`config.mk`:
```
export PLATFORM = sky130hd
export DESIGN_NAME = hwpe_job_ctrl_flat
export DESIGN_NICKNAME = d
export VERILOG_FILES = /design/src/rtl/hwpe_job_ctrl_if.sv /design/src/rtl/hwpe_job_ctrl.sv /design/src/flat_wrapper.sv
export SDC_FILE = /design/constraint.sdc
export NUM_CORES = 1
export LEC_CHECK = 0
export CORE_MARGIN = 4
export CORE_UTILIZATION = 45
export CTS_BUF_LIST = sky130_fd_sc_hd__clkbuf_4
export CTS_CLUSTER_SIZE = 14
export DETAILED_ROUTE_END_ITERATION = 16
export PLACE_DENSITY = 0.68
export SKIP_CTS_REPAIR_TIMING = 1
export SLEW_MARGIN = 20
export SYNTH_ARGS = -nofsm -noshare
export SYNTH_HDL_FRONTEND = slang
export SYNTH_SLANG_ARGS = --single-unit
```
`constraint.sdc`:
```
create_clock -name clk_i -period 40 [get_ports clk_i]
set_input_delay 4 -clock clk_i [delete_from_list [all_inputs] [get_ports clk_i]]
set_output_delay 4 -clock clk_i [all_outputs]
set_load 0.01 [all_outputs]
```
`src/rtl/hwpe_job_ctrl_if.sv`:
```
// Control-port bundle between the upstream AXI-to-TCDM converter (master)
// and hwpe_job_ctrl (slave).
//   req_i/add_i/wen_i/be_i/data_i : request from the converter
//   gnt_o                         : combinational grant from the controller
//   r_valid_o/r_data_o            : registered response, one cycle after grant
interface hwpe_job_ctrl_if;
   logic        req_i;
   logic        gnt_o;
   logic [31:0] add_i;
   logic        wen_i;
   logic [3:0]  be_i;
   logic [31:0] data_i;
   logic        r_valid_o;
   logic [31:0] r_data_o;

   modport master (
      output req_i, add_i, wen_i, be_i, data_i,
      input  gnt_o, r_valid_o, r_data_o
   );

   modport slave (
      input  req_i, add_i, wen_i, be_i, data_i,
      output gnt_o, r_valid_o, r_data_o
   );
endinterface

```
`src/rtl/hwpe_job_ctrl.sv`:
```
// Job controller for a hardware processing engine: a small register file on
// the control port stages job arguments, TRIGGER pushes them with a job id
// into a job queue, the queue head is handed to the engine, and completion
// raises masked events towards the cores.
//
// Ports:
//   clk_i, rst_i     : clock, asynchronous active-high reset
//   ctrl             : control-port request/response (hwpe_job_ctrl_if.slave)
//   job_valid_o      : queue head offered to the engine
//   job_ready_i      : engine accepts the head
//   job_args_o       : head job arguments (NumArgs x 32 bit)
//   job_id_o         : head job id
//   job_done_i       : one-cycle completion pulse from the engine
//   evt_o            : one-cycle completion events per core (EVT_MASK)
//
// Configuration macro HWPE_JOB_CTRL_SHADOW_EN: when defined the queue holds
// two jobs besides the one in flight; when undefined the queue holds one job
// and the in-flight job counts as occupying it.
module hwpe_job_ctrl #(
   parameter int unsigned NrCores = 9,
   parameter int unsigned NumArgs = 8
) (
   input  logic                    clk_i,
   input  logic                    rst_i,
   hwpe_job_ctrl_if.slave          ctrl,
   output logic                    job_valid_o,
   input  logic                    job_ready_i,
   output logic [NumArgs*32-1:0]   job_args_o,
   output logic [7:0]              job_id_o,
   input  logic                    job_done_i,
   output logic [NrCores-1:0]      evt_o
);

   localparam int unsigned ArgW = NumArgs * 32;
`ifdef HWPE_JOB_CTRL_SHADOW_EN
   localparam int unsigned QDepth = 2;
`else
   localparam int unsigned QDepth = 1;
`endif

   localparam logic [5:0] OffTrigger = 6'd0;
   localparam logic [5:0] OffStatus  = 6'd1;
   localparam logic [5:0] OffEvtMask = 6'd2;
   localparam logic [5:0] OffClear   = 6'd3;
   localparam logic [5:0] OffArgBase = 6'd16;

   typedef enum logic [1:0] {
      IDLE    = 2'd0,
      PENDING = 2'd1,
      RUNNING = 2'd2
   } state_e;

   state_e              state_q, state_d;
   logic [31:0]         arg_q [NumArgs];
   logic [NrCores-1:0]  evt_mask_q;
   logic [ArgW-1:0]     q_args [QDepth];
   logic [7:0]          q_id [QDepth];
   logic [1:0]          count_q, count_d;
   logic [7:0]          next_id_q;
   logic [7:0]          run_id_q;
   logic [7:0]          last_done_q;

   logic [5:0]          word_c;
   logic                wr_c;
   logic                trig_wr_c;
   logic                clr_wr_c;
   logic                full_c;
   logic                push_c;
   logic                pop_c;
   logic                done_run_c;
   logic [1:0]          wr_idx_c;
   logic [ArgW-1:0]     snapshot_c;
   logic [31:0]         rdata_c;
   logic                unused_c;

   // Only add_i[7:2] takes part in the decode
   assign unused_c = ^{ctrl.add_i[31:8], ctrl.add_i[1:0]};

   // Request decode
   assign word_c    = ctrl.add_i[7:2];
   assign wr_c      = ctrl.req_i & ctrl.wen_i;
   assign trig_wr_c = wr_c & (word_c == OffTrigger) & (|ctrl.be_i);
   assign clr_wr_c  = wr_c & (word_c == OffClear) & (|ctrl.be_i);

   // Queue occupancy as seen by TRIGGER; only registered state, so a pop in
   // the same cycle does not release a stalled trigger
`ifdef HWPE_JOB_CTRL_SHADOW_EN
   assign full_c = (count_q == 2'd2);
`else
   assign full_c = (count_q == 2'd1) | (state_q == RUNNING);
`endif

   assign ctrl.gnt_o = ctrl.req_i & ~(trig_wr_c & full_c);

   assign job_valid_o = (state_q == PENDING);
   assign job_args_o  = q_args[0];
   assign job_id_o    = q_id[0];

   // Argument snapshot taken by TRIGGER
   always_comb begin
      snapshot_c = '0;
      for (int i = 0; i < NumArgs; i++) begin
         snapshot_c[i*32 +: 32] = arg_q[i];
      end
   end

   // Next-state and queue control
   always_comb begin
      state_d    = state_q;
      push_c     = trig_wr_c & ~full_c;
      pop_c      = (state_q == PENDING) & job_ready_i;
      done_run_c = (state_q == RUNNING) & job_done_i;
      count_d    = count_q + 2'(push_c) - 2'(pop_c);
      wr_idx_c   = count_q - 2'(pop_c);

      unique case (state_q)
         IDLE:    if (push_c) state_d = PENDING;
         PENDING: if (pop_c) state_d = RUNNING;
         RUNNING: if (job_done_i) state_d = (count_d != 2'd0) ? PENDING : IDLE;
         default: state_d = IDLE;
      endcase

      // CLEAR overrides everything except the completion event of this cycle
      if (clr_wr_c) begin
         state_d = IDLE;
         count_d = 2'd0;
      end
   end

   // Register read mux
   always_comb begin
      rdata_c = '0;
      unique case (word_c)
         OffStatus:  rdata_c = {8'h00, next_id_q, last_done_q, 5'b0,
                                (count_q == 2'd0), full_c, (state_q == RUNNING)};
         OffEvtMask: rdata_c = 32'(evt_mask_q);
         default: begin
            for (int i = 0; i < NumArgs; i++) begin
               if (word_c == 6'(OffArgBase + 6'(i))) rdata_c = arg_q[i];
            end
         end
      endcase
   end

   // FSM state register
   always_ff @(posedge clk_i or posedge rst_i) begin
      if (rst_i) state_q <= IDLE;
      else       state_q <= state_d;
   end

   // Staging registers with byte enables
   always_ff @(posedge clk_i or posedge rst_i) begin
      if (rst_i) begin
         for (int i = 0; i < NumArgs; i++) arg_q[i] <= '0;
         evt_mask_q <= '0;
      end else if (wr_c) begin
         for (int i = 0; i < NumArgs; i++) begin
            if (word_c == 6'(OffArgBase + 6'(i))) begin
               for (int b = 0; b < 4; b++) begin
                  if (ctrl.be_i[b]) arg_q[i][b*8 +: 8] <= ctrl.data_i[b*8 +: 8];
               end
            end
         end
         if (word_c == OffEvtMask) begin
            for (int b = 0; b < NrCores; b++) begin
               if (ctrl.be_i[b/8]) evt_mask_q[b] <= ctrl.data_i[b];
            end
         end
      end
   end

   // Job queue: entry 0 is the head, a pop shifts towards it
   always_ff @(posedge clk_i or posedge rst_i) begin
      if (rst_i) begin
         count_q <= 2'd0;
         for (int i = 0; i < QDepth; i++) begin
            q_args[i] <= '0;
            q_id[i]   <= '0;
         end
      end else begin
         count_q <= count_d;
         for (int i = 0; i < QDepth; i++) begin
            if (push_c && (wr_idx_c == 2'(i))) begin
               q_args[i] <= snapshot_c;
               q_id[i]   <= next_id_q;
            end else if (pop_c && (i + 1 < QDepth)) begin
               q_args[i] <= q_args[(i + 1 < QDepth) ? i + 1 : i];
               q_id[i]   <= q_id[(i + 1 < QDepth) ? i + 1 : i];
            end
         end
      end
   end

   // Job ids, completion events and control-port response
   always_ff @(posedge clk_i or posedge rst_i) begin
      if (rst_i) begin
         next_id_q      <= '0;
         run_id_q       <= '0;
         last_done_q    <= '0;
         evt_o          <= '0;
         ctrl.r_valid_o <= 1'b0;
         ctrl.r_data_o  <= '0;
      end else begin
         if (clr_wr_c)    next_id_q <= '0;
         else if (push_c) next_id_q <= next_id_q + 8'd1;
         if (pop_c)       run_id_q <= q_id[0];
         if (done_run_c)  last_done_q <= run_id_q;
         evt_o          <= done_run_c ? evt_mask_q : '0;
         ctrl.r_valid_o <= ctrl.gnt_o;
         ctrl.r_data_o  <= (ctrl.gnt_o & ~ctrl.wen_i) ? rdata_c : '0;
      end
   end

endmodule
```
`src/flat_wrapper.sv`:
```
// flat-port wrapper written by rule: the top's interface ports become plain ports
module hwpe_job_ctrl_flat 
#(
   parameter int unsigned NrCores = 9,
   parameter int unsigned NumArgs = 8
)
  (clk_i, rst_i, job_valid_o, job_ready_i, job_args_o, job_id_o, job_done_i, evt_o, ctrl_req_i, ctrl_add_i, ctrl_wen_i, ctrl_be_i, ctrl_data_i, ctrl_gnt_o, ctrl_r_valid_o, ctrl_r_data_o);
  hwpe_job_ctrl_if ctrl_i ();
  input  logic clk_i;
  input  logic rst_i;
  output logic job_valid_o;
  input  logic job_ready_i;
  output logic [NumArgs*32-1:0] job_args_o;
  output logic [7:0] job_id_o;
  input  logic job_done_i;
  output logic [NrCores-1:0] evt_o;
  input wire logic [$bits(ctrl_i.req_i)-1:0] ctrl_req_i;
  input wire logic [$bits(ctrl_i.add_i)-1:0] ctrl_add_i;
  input wire logic [$bits(ctrl_i.wen_i)-1:0] ctrl_wen_i;
  input wire logic [$bits(ctrl_i.be_i)-1:0] ctrl_be_i;
  input wire logic [$bits(ctrl_i.data_i)-1:0] ctrl_data_i;
  output wire logic [$bits(ctrl_i.gnt_o)-1:0] ctrl_gnt_o;
  output wire logic [$bits(ctrl_i.r_valid_o)-1:0] ctrl_r_valid_o;
  output wire logic [$bits(ctrl_i.r_data_o)-1:0] ctrl_r_data_o;
  assign ctrl_i.req_i = ctrl_req_i;
  assign ctrl_i.add_i = ctrl_add_i;
  assign ctrl_i.wen_i = ctrl_wen_i;
  assign ctrl_i.be_i = ctrl_be_i;
  assign ctrl_i.data_i = ctrl_data_i;
  assign ctrl_gnt_o = ctrl_i.gnt_o;
  assign ctrl_r_valid_o = ctrl_i.r_valid_o;
  assign ctrl_r_data_o = ctrl_i.r_data_o;
  hwpe_job_ctrl #(.NrCores(NrCores), .NumArgs(NumArgs)) u_core (.clk_i(clk_i), .rst_i(rst_i), .ctrl(ctrl_i), .job_valid_o(job_valid_o), .job_ready_i(job_ready_i), .job_args_o(job_args_o), .job_id_o(job_id_o), .job_done_i(job_done_i), .evt_o(evt_o));
endmodule
```
==> qor.yml <==
drt_iter0_markers: 1261
hp-class: "reg -> reg"
power.density_nw_per_um2: 38.9
areaGrowthSynthToFinish_pct: 23.9
die_h_um: 246
max_clock_freq_mhz: 95.7
hold_viol_final: 0
synthCells: 1698
synth_top_cell_by_area: "dfrtp_1"
reg2reg_to: "u_core.job_args_o[19]"
synth_nets: 1775
top_level_ports: 382
antenna_found_initial: 7
wl_mm: 77.5
syn_avg_cell_area_um2: 15.0
drv_cap: 0
die_w_um: 246
cp-end-kind: "output port"
vias: 16780
drt_pass1_iterations: 6
drive_gt1_share_pct: 35.6
gp_congestion: 0.843
hpwlAfterDp_mm: 50.9
synth_edf_count: 0
crit_path_start: "ctrl_add_i[6]"
regToRegSetupSlack_ns: 35.28
setup_viol: 0
ys_async_sr_fraction_pct: 100
yosysMostFrequentCell: "dfrtp_1"
grt_usage_pct: 25.4
crit_required_ns: 36.00
cts_tree: "yes"
crit_type: "in -> out"
clk_pin_slew_ns: 0.06
yosysTopAreaCellShare_pct: 58.7
power_w: 0.00123
cts.path.max_buffers: 3
ys_dominant_reg_cell: "dfrtp_1"
grt_pass1_vias: 17735
rsz0062_at_grt: "false"
period_needed_ns: 10.45
postRouteAntennaNets: 0
reg2reg_depth: 10
cp-endpoint: "ctrl_gnt_o"
grt-ovfl-total: 0
fill_cells: 4658
cts_sinks: 599
ys_seq_elements: 599
vdd_drop_max_uv: 25.0
clockRootBuffer: "clkbuf_4"
wl_per_cell_um: 25.6
drv_slew: 0
syn_area_um2: 25500
fin_worst_skew_ns: 0.0457
yosysWarnings: 0
synthTopCellsByCount: "dfrtp_1, mux2_2, mux2_4"
multi_input_area_um2: 9840
leakage_nw: 15.0
route.detailed.drc: 0
cts_buffers: 158
worst_pin_slew_ns: 1.22
grt_max_degree: 185
r2r_start: "u_core.state_q[0]"
viasPerCell: 5.55
core_um2: 56300
finalCritPeriodShare_pct: 26.1
cp_max_fo: 10
numPortBuffers: 355
nNetsFinal: 2239
grt_pass1_wl_mm: 114
startpoint_type: "input port"
setup_tns_ns: 0
clk-insertion-delay-late_ns: 1.02
rows: 87
ys_seq_area_share_pct: 58.7
die_area_um2: 60600
arrival_ns: 6.45
h-tree-depth: 4
relSlewSlack_pct: 17.9
synth.area.top_cells: "dfrtp_1, mux2_2, mux2_4"
layout.area.seq_um2: 15000
synth.distinct_cells: 60
run_status: "completed"
start_util_pct: 45.4
-- per-stage QoR --
stage               util (%)  area [µm²]  cells  worst slack, ns  hold WS [ns]
finish                  56.2       31700   3026            29.55         0.487
global route            56.2       31700   3025            29.54         0.509
global placement        52.6       29600   2757            29.67         0.472
floorplan                  -       25500   1698            19.23         0.473
CTS                     56.2       31600   3021            29.63         0.493
detailed placement      52.7       29600   2758            29.64         0.474
-- power breakdown --
part / total [W] / internal (W) / switching [W]
registers: 0.000632 / 0.000620 / 0.0000124
clock network: 0.000538 / 0.000288 / 0.000250
logic: 0.0000605 / 0.0000227 / 0.0000377
total: 0.00123 / 0.000931 / 0.000300
-- final cells by class --
class                           count  share of cell area, %
Clock inverter                     25                  0.589
Tap cell                          756                   2.99
Antenna cell                        5                 0.0395
Timing Repair Buffer              392                   12.2
Clock buffer                      238                   5.64
Multi-Input combinational cell   1002                   31.1
Inverter                            9                  0.130
Sequential cell                   599                   47.4
-- routing by layer --
layer	up-vias	GRT usage (%)	wire length, µm
met4	10	9.14	2400
li1	7243	-	-
met5	-	0	43
met3	144	8.08	6040
met1	8698	33.2	32500
met2	685	40.1	36500
-- worst min-delay path by stage --
stage / from / to / cells past startpoint
floorplan: u_core.arg_q[225] / u_core.job_args_o[1] / 1
global placement: u_core.job_args_o[41] / u_core.job_args_o[41] / 1
detailed placement: u_core.job_args_o[27] / u_core.job_args_o[27] / 1
CTS: u_core.job_args_o[45] / u_core.job_args_o[45] / 1
global route: u_core.job_args_o[37] / u_core.job_args_o[37] / 1
finish: u_core.job_args_o[45] / u_core.job_args_o[45] / 1
-- kinds of logic (layout without fill, tap and decap cells) --
family	count (synthesis)	after routing	synth area share [%]
muxes	561	561	27.7
other	0	5	0
xor gates and xnor gates	7	7	0.240
AOI/OAI and AO/OA	212	212	5.82
DFF	599	599	58.7
adders and majority gates	3	3	0.147
buffers and inverters	97	664	3.10
and+or+nand+nor	219	219	4.33
-- cells in the final DEF (no fill, tap or decap), drive strengths merged, types with 12 or more instances in the layout --
| cell | n |
|---|---|
| nor2 | 68 |
| nand2b | 12 |
| dfrtp | 599 |
| mux2i | 12 |
| nand2 | 56 |
| a221oi | 20 |
| o21ai | 52 |
| inv | 15 |
| clkdlybuf4s50 | 352 |
| clkinv | 14 |
| a222oi | 14 |
| clkbuf | 238 |
| nand4 | 15 |
| a21oi | 35 |
| and3 | 12 |
| mux2 | 547 |
| a22oi | 27 |
| buf | 40 |
| nand3 | 16 |
-- registers in the layout (all words and copies together) (netlist names) --
signal	cells
u_core.job_id_o	8
u_core.evt_mask_q	9
u_core.job_args_o	256
u_core.evt_o	9
u_core.ctrl.r_data_o	32
u_core.state_q	2
u_core.count_q	2
u_core.run_id_q	8
u_core.last_done_q	8
u_core.ctrl.r_valid_o	1
u_core.arg_q	256
u_core.next_id_q	8
-- critical path, stage by stage --
cell and delay [ns]:
clkdlybuf4s50_1 0.60, or4_1 0.77, o41a_1 0.56, clkdlybuf4s50_1 0.51
Power figures use the tool's default switching activity.
